$ cat src/rtl/dlx_trace_pkg.sv
// Shared types and widths for the commit tracer and its FIFO.
package dlx_trace_pkg;

    localparam int unsigned DATA_W    = 32;
    localparam int unsigned REG_W     = 5;
    localparam int unsigned DROP_W    = 16;
    // Widest sequence number an entry can carry; narrower counters zero-extend.
    localparam int unsigned SEQ_MAX_W = 32;

    typedef enum logic {
        TRC_REG   = 1'b0,
        TRC_STORE = 1'b1
    } trace_kind_t;

    typedef struct packed {
        trace_kind_t          kind;
        logic [DATA_W-1:0]    addr;
        logic [DATA_W-1:0]    data;
        logic [SEQ_MAX_W-1:0] seq;
    } trace_entry_t;

endpackage

$ cat src/rtl/dlx_trace_fifo.sv
// Dual-push, single-pop show-ahead FIFO with a registered head entry.
module dlx_trace_fifo
    import dlx_trace_pkg::*;
#(
    parameter int unsigned DEPTH = 16,
    localparam int unsigned PTR_W = $clog2(DEPTH),
    localparam int unsigned CNT_W = PTR_W + 1
) (
    input  logic             clock,
    input  logic             reset,
    input  logic [1:0]       push_cnt,
    input  trace_entry_t     push_a,
    input  trace_entry_t     push_b,
    input  logic             pop,
    output logic             head_valid,
    output trace_entry_t     head,
    output logic [CNT_W-1:0] count
);

    trace_entry_t     mem [DEPTH];
    logic [PTR_W-1:0] wr_ptr;
    logic [PTR_W-1:0] rd_ptr;
    logic [PTR_W-1:0] rd_next;
    logic [CNT_W-1:0] count_next;
    logic             pop_eff;
    logic             head_from_mem;
    trace_entry_t     head_next;

    // Next head: the oldest entry still stored after the pop, else the first push.
    always_comb begin
        pop_eff       = pop & head_valid;
        rd_next       = rd_ptr + PTR_W'(pop_eff);
        count_next    = count + CNT_W'(push_cnt) - CNT_W'(pop_eff);
        head_from_mem = count > CNT_W'(pop_eff);
        head_next     = head;
        if (head_from_mem) begin
            head_next = mem[rd_next];
        end else if (push_cnt != 2'd0) begin
            head_next = push_a;
        end
    end

    // Entry storage; the caller only pushes into free slots.
    always_ff @(posedge clock) begin
        if (!reset) begin
            if (push_cnt != 2'd0) begin
                mem[wr_ptr] <= push_a;
            end
            if (push_cnt == 2'd2) begin
                mem[wr_ptr + PTR_W'(1)] <= push_b;
            end
        end
    end

    // Pointers, occupancy and the registered head.
    always_ff @(posedge clock) begin
        if (reset) begin
            wr_ptr     <= '0;
            rd_ptr     <= '0;
            count      <= '0;
            head_valid <= 1'b0;
            head       <= '0;
        end else begin
            wr_ptr     <= wr_ptr + PTR_W'(push_cnt);
            rd_ptr     <= rd_next;
            count      <= count_next;
            head_valid <= count_next != '0;
            head       <= head_next;
        end
    end

endmodule

$ cat src/rtl/dlx_commit_tracer.sv
// Orders retired write-backs and stores, tags them with sequence numbers and streams them out.
module dlx_commit_tracer
    import dlx_trace_pkg::*;
#(
    parameter int unsigned DEPTH = 16,
    parameter int unsigned SEQ_W = 16,
    localparam int unsigned CNT_W = $clog2(DEPTH) + 1
) (
    input  logic              clock,
    input  logic              reset,
    input  logic              wb_en,
    input  logic [REG_W-1:0]  wb_reg,
    input  logic [DATA_W-1:0] wb_data,
    input  logic              st_en,
    input  logic [DATA_W-1:0] st_addr,
    input  logic [DATA_W-1:0] st_data,
    input  logic              clear,
    input  logic              trc_ready,
    output logic              trc_valid,
    output logic              trc_kind,
    output logic [DATA_W-1:0] trc_addr,
    output logic [DATA_W-1:0] trc_data,
    output logic [SEQ_W-1:0]  trc_seq,
    output logic [CNT_W-1:0]  count,
    output logic              overflow,
    output logic [DROP_W-1:0] drop_cnt
);

    localparam int unsigned FREE_W = CNT_W + 1;
    localparam int unsigned SUM_W  = DROP_W + 1;

    logic              reg_ev;
    logic              st_ev;
    logic              pop;
    logic [1:0]        n_ev;
    logic [1:0]        n_acc;
    logic [1:0]        n_drop;
    logic [FREE_W-1:0] free;
    trace_entry_t      reg_ent;
    trace_entry_t      st_ent;
    trace_entry_t      push_a;
    trace_entry_t      push_b;
    trace_entry_t      head;
    logic [SEQ_W-1:0]  seq_q;
    logic [SEQ_W-1:0]  seq_next;
    logic [DROP_W-1:0] drop_base;
    logic [SUM_W-1:0]  drop_sum;
    logic [DROP_W-1:0] drop_next;
    logic              ovf_next;

    // Qualify events, split them into accepted and dropped, and build the entries.
    always_comb begin
        reg_ev = wb_en && (wb_reg != '0);
        st_ev  = st_en;
        pop    = trc_valid & trc_ready;
        n_ev   = 2'(reg_ev) + 2'(st_ev);
        free   = FREE_W'(DEPTH) - FREE_W'(count) + FREE_W'(pop);
        n_acc  = n_ev;
        if (free < FREE_W'(n_ev)) begin
            n_acc = 2'(free);
        end
        n_drop = n_ev - n_acc;

        reg_ent = '{kind: TRC_REG, addr: DATA_W'(wb_reg), data: wb_data,
                    seq: SEQ_MAX_W'(seq_q)};
        st_ent  = '{kind: TRC_STORE, addr: st_addr, data: st_data,
                    seq: SEQ_MAX_W'(reg_ev ? seq_q + SEQ_W'(1) : seq_q)};
        push_a  = reg_ev ? reg_ent : st_ent;
        push_b  = st_ent;

        seq_next  = seq_q + SEQ_W'(n_ev);
        drop_base = clear ? '0 : drop_cnt;
        drop_sum  = SUM_W'(drop_base) + SUM_W'(n_drop);
        drop_next = drop_sum[DROP_W] ? '1 : drop_sum[DROP_W-1:0];
        ovf_next  = (n_drop != 2'd0) | (overflow & ~clear);
    end

    // Sequence counter and loss bookkeeping.
    always_ff @(posedge clock) begin
        if (reset) begin
            seq_q    <= '0;
            overflow <= 1'b0;
            drop_cnt <= '0;
        end else begin
            seq_q    <= seq_next;
            overflow <= ovf_next;
            drop_cnt <= drop_next;
        end
    end

    dlx_trace_fifo #(
        .DEPTH (DEPTH)
    ) u_fifo (
        .clock      (clock),
        .reset      (reset),
        .push_cnt   (n_acc),
        .push_a     (push_a),
        .push_b     (push_b),
        .pop        (pop),
        .head_valid (trc_valid),
        .head       (head),
        .count      (count)
    );

    assign trc_kind = head.kind;
    assign trc_addr = head.addr;
    assign trc_data = head.data;
    assign trc_seq  = head.seq[SEQ_W-1:0];

    // Entries carry the widest sequence field; the bits above SEQ_W are always zero.
    if (SEQ_W < SEQ_MAX_W) begin : g_seq_hi
        logic [SEQ_MAX_W-SEQ_W-1:0] seq_hi_unused;
        assign seq_hi_unused = head.seq[SEQ_MAX_W-1:SEQ_W];
    end

endmodule

$ cat config.mk
export PLATFORM = sky130hd
export DESIGN_NAME = dlx_commit_tracer
export DESIGN_NICKNAME = d
export VERILOG_FILES = /design/src/rtl/dlx_trace_pkg.sv /design/src/rtl/dlx_trace_fifo.sv /design/src/rtl/dlx_commit_tracer.sv
export SDC_FILE = /design/constraint.sdc
export NUM_CORES = 2
export LEC_CHECK = 0
export BUFFER_PORTS_ARGS = -buffer_cell sky130_fd_sc_hd__buf_2
export CELL_PAD_IN_SITES_DETAIL_PLACEMENT = 1
export CELL_PAD_IN_SITES_GLOBAL_PLACEMENT = 1
export CORE_MARGIN = 1.5
export CORE_UTILIZATION = 48
export DETAILED_ROUTE_END_ITERATION = 7
export PLACE_DENSITY = 0.74
export SYNTH_ARGS = -nofsm -noshare
export SYNTH_HDL_FRONTEND = slang
export SYNTH_SLANG_ARGS = --single-unit
$ cat constraint.sdc
create_clock -name clock -period 5.8 [get_ports clock]
set_input_delay 0.58 -clock clock [delete_from_list [all_inputs] [get_ports clock]]
set_output_delay 0.58 -clock clock [all_outputs]
set_load 0.02 [all_outputs]
==> results.md <==
- For this run, the number of Yosys warnings is 0.
- The proportion of netlist area held by the largest area contributor is 0.548.
- The path with the worst hold slack has its endpoint at u_fifo.head[76].
- The synthesized design contains 1424 register bits.
- After routing the design area is between 0.07 and 0.08 mm^2.
- For the final database, setup skew stands at between 0.03 and 0.04 ns.
- The die is roughly 390 um wide.
- The fraction of registers with async set/reset is 0.
- The root cell of the clock tree is sky130_fd_sc_hd__clkbuf_16.
- For this run, the share of the core covered by cells in the final layout is 0.543.
- After legalization and detailed placement, the total HPWL measured approximately 140000 um.
- The number of gates resized after CTS was 0.
- The sequential share of the synthesized area is 0.589.
- The count of final hold-check violations came to 0.
- The worst hold path depth is 3.
- The share of the synthesized netlist area taken by xor and xnor gates is 0.00660.
- For flop-to-flop paths, the worst setup slack is 0.92 ns.
- The worst setup path category is flop to flop.
- The analysis attributes to cell leakage a power of 24.5 nW.
- The placeable core area is 0.145 mm^2.
- The clock-pin slew on the worst setup and hold paths is 0.07 ns.
- In the global route stage, overall resource usage came out at 0.350.
- The share of the clock period used by the worst path after layout is 0.842.
- Counting cells, the worst reg-to-reg path comes to 19.
- The detailed-route wire length per cell is between 30 and 40 um.
- The clock reaches the later pin of the worst-skew pair after approximately 0.83 ns.
- For this run, design rule violations remaining after detail routing come to 0.
- In this run the most critical hold path is launched from st_addr[12].
- After the last flow step, the layout net total stands at 4982.
- The first TritonRoute pass finished after 5 iterations.
- The type of the worst min-delay path is input port to flop.
- After synthesis, the largest family of logic cells by area is compound AO/OA/AOI/OAI gates.
- The maximum level of the CTS H-tree is 4.
- Counting the buffers created by CTS gives around 160.
- The reg-to-reg critical path startpoint is u_fifo.head_valid.
- In this run the cell area measured after placement is 0.0739 mm^2.
- In the post-synthesis netlist, the biggest area contributors are sky130_fd_sc_hd__edfxtp_1 55%, sky130_fd_sc_hd__mux4_2 11%, sky130_fd_sc_hd__o2bb2ai_1 10%.
- The combined area of all synthesized cells is roughly 0.07 mm^2.
- Of the total synthesized cell area, the portion taken by full adders, half adders and majority gates is 0.00560.
- The post-synthesis cell type count is 76.
- The number of global-route vias before repair is between 50000 and 60000.
- The die area is between 0.1 and 0.15 mm^2.
- The critical path endpoint category is a flop.
- The post-CTS setup buffer count is 0.
- The maximum count of clock buffers along a single path is 3.
- The number of hold buffers added after CTS was 0.
- The share of the synthesized area in compound gates (AO/OA/AOI/OAI) is 0.189.
- Dividing total power by cell area gives a power density of 388 mW/mm^2.
- The cell row count is 140.
- Entering global routing, the biggest net connects 130 pins.
- The total power consumption of the routed design is 30.6 mW.
- IR analysis of the VDD net gives a maximum drop of slightly above 300 uV.
- The cell taking the most area after synthesis is sky130_fd_sc_hd__edfxtp_1.
- The fraction of final layout cells sized beyond drive strength 1 is 0.227.
- The flow ran to the end, and the final reports show no timing, DRC or antenna violations.
- The initial antenna violation count is 9.
- Setup repair after global routing left no endpoint under its margin.
- The final wirelength is between 200000 and 300000 um.
- The instance count of the mapped netlist is between 4000 and 5000.
- In this run the tightest slew margin relative to its limit is 0.0427.
- Global routing finished with a remaining overflow of 0.
- The total count of max-transition violations in the final report is 0.
- The post-synthesis share of cell area spent on and, or, nand and nor gates is 0.0496.
- In the final timing run, aggregate negative setup slack is 0 ns.
- The worst path required time is 6.55 ns.
- Setup violations remaining at the end of the flow were counted as 0.
- The peak fanout along the critical path is 14.
- Yosys instantiated no cell more often than sky130_fd_sc_hd__edfxtp_1.
- OpenSTA, run right after detailed placement, puts the worst setup slack at 0.233 ns.
- After detailed routing, the number of vias per cell comes to around 7.3.
- A synthesized cell averages roughly 14 um^2.
- During I/O placement, the number of pins put on the boundary was around 210.
- The total of buffers placed on input and output ports is 210.
- For this run, the leading register cell type out of synthesis is sky130_fd_sc_hd__edfxtp_1.
- The initial utilization of the core area, before any placement, comes to 0.482.
- The number of nets in the synthesized netlist is about 5000.
- For the worst setup path, the data arrival time is 5.63 ns.
- The routability congestion estimate from global placement is approximately 0.84.
- The highest achievable clock rate is 205 MHz.
- The synthesis-to-layout area growth is 12.5%.
- At the pin with the least slew margin, the transition time is about 1.4 ns.
- The remaining number of nets flagged by the antenna check after routing is 0.
- The first global-routing pass estimated 374000 um of wire.
- TritonCTS built the clock tree.
- The tool flagged a number of max-cap violations equal to 0.
- The violation count after the first detailed-routing iteration is about 6500.
- The routed design could run at a clock period as short as just under 5 ns.
- Counting the fill cells in the layout gives ~14000.
- Setup slack closes at approximately 0.92 ns.
- The commonest cells after synthesis are 1280 x sky130_fd_sc_hd__edfxtp_1, 816 x sky130_fd_sc_hd__o2bb2ai_1, 377 x sky130_fd_sc_hd__nand2_1.
- The destination of the worst register-to-register timing path is drop_cnt[3].
- STA classifies the critical path startpoint as a flop.
- In this run, synthesis inferred roughly 1300 flip-flops with an integrated enable.
- The number of sinks driven by the clock tree is ~1400.
- The height of the die is 385 um.
- Of the post-synthesis cell area, the part taken by muxes is 0.115.
- The via count is about 50000.
==> registers in the layout (all words and copies together), names as in the netlist <==
name and count:
u_fifo.head_valid 1, u_fifo.mem 1296, u_fifo.wr_ptr 4, u_fifo.head 81, u_fifo.rd_ptr 4, overflow 1, u_fifo.count 5, seq_q 16
drop_cnt 16
==> worst max-delay path by stage <==
stage,startpoint,cells past startpoint,slack (ns),to
finish,u_fifo.head_valid,19,0.92,drop_cnt[3]
global route,u_fifo.head_valid,18,0.45,drop_cnt[6]
CTS,u_fifo.head_valid,19,0.77,drop_cnt[3]
detailed placement,wb_reg[3],20,0.23,drop_cnt[8]
global placement,wb_reg[3],19,0.35,drop_cnt[9]
floorplan,wb_reg[3],13,0.22,u_fifo.mem[8][0]
==> through the flow <==
step                      hold slack, ns  cells
after floorplan                    0.451   4894
after global placement             0.468   6606
after detailed placement           0.480   6606
after CTS                          0.124   6892
after global routing               0.178   6898
final                              0.172   6900
==> layout make-up <==
| type | instances | area (um^2) | share of cell area |
|---|---|---|---|
| inverters | 24 | 95.1 | 0.00121 |
| flip-flops and latches | 1424 | 41300 | 0.524 |
| multi-input cells | 2803 | 26400 | 0.334 |
| diodes | 8 | 20.0 | 0.000254 |
| repair buffers | 438 | 3690 | 0.0468 |
| clock buffers | 215 | 4220 | 0.0536 |
| well taps | 1917 | 2400 | 0.0304 |
| clock inverters | 71 | 749 | 0.00950 |
==> metal layers <==
layer	vias to the layer above	track usage	part of all wire
met5	-	0.000975	0.000050
met4	2	0.177	0.055
met3	857	0.0888	0.11
met2	3592	0.547	0.47
li1	19767	-	-
met1	26194	0.455	0.37
==> power breakdown <==
part	internal, mW	leakage [nW]	switching, mW	total, mW
sequential	12.0	12.8	0.438	12.5
clock	5.51	2.41	4.34	9.85
combinational	3.07	9.26	5.17	8.24
total	20.6	24.5	9.95	30.6
==> cell families after synthesis <==
logic type / count (synthesis)
adder cells (fa/ha/maj): 29
AND/OR/NAND/NOR: 707
flip-flops: 1424
buffers and inverters: 667
AO/OA/AOI/OAI: 1641
multiplexers: 380
XOR/XNOR: 46
==> cells in the final DEF, fill, tap and decap left out, drive strengths merged, types with 36 or more instances in the layout <==
master	count
clkbuf	215
a21boi	432
o2bb2ai	816
a21oi	36
buf	438
o211ai	160
nor2	53
o21ai	54
dfxtp	144
mux2i	38
o311ai	39
nand3	149
clkinv	51
mux4	340
edfxtp	1280
nand2	377
==> worst max-delay path: stages, from the launching register on <==
cell	delay [ns]
sky130_fd_sc_hd__dfxtp_1	0.37
sky130_fd_sc_hd__nand2_1	0.14
sky130_fd_sc_hd__ha_1	0.27
sky130_fd_sc_hd__inv_1	0.07
sky130_fd_sc_hd__ha_1	0.23
sky130_fd_sc_hd__nand4_1	0.19
sky130_fd_sc_hd__a211oi_4	0.50
sky130_fd_sc_hd__o211ai_1	0.22
sky130_fd_sc_hd__nand2_1	0.12
sky130_fd_sc_hd__o21ai_0	0.11
sky130_fd_sc_hd__ha_1	0.34
sky130_fd_sc_hd__inv_1	0.07
sky130_fd_sc_hd__ha_1	0.16
sky130_fd_sc_hd__inv_1	0.07
sky130_fd_sc_hd__fa_1	0.46
sky130_fd_sc_hd__and3b_1	0.35
sky130_fd_sc_hd__and3_1	0.21
sky130_fd_sc_hd__nand4_1	0.54
sky130_fd_sc_hd__o21a_1	0.30
sky130_fd_sc_hd__nor2_1	0.08
Power figures use the tool's default switching activity.
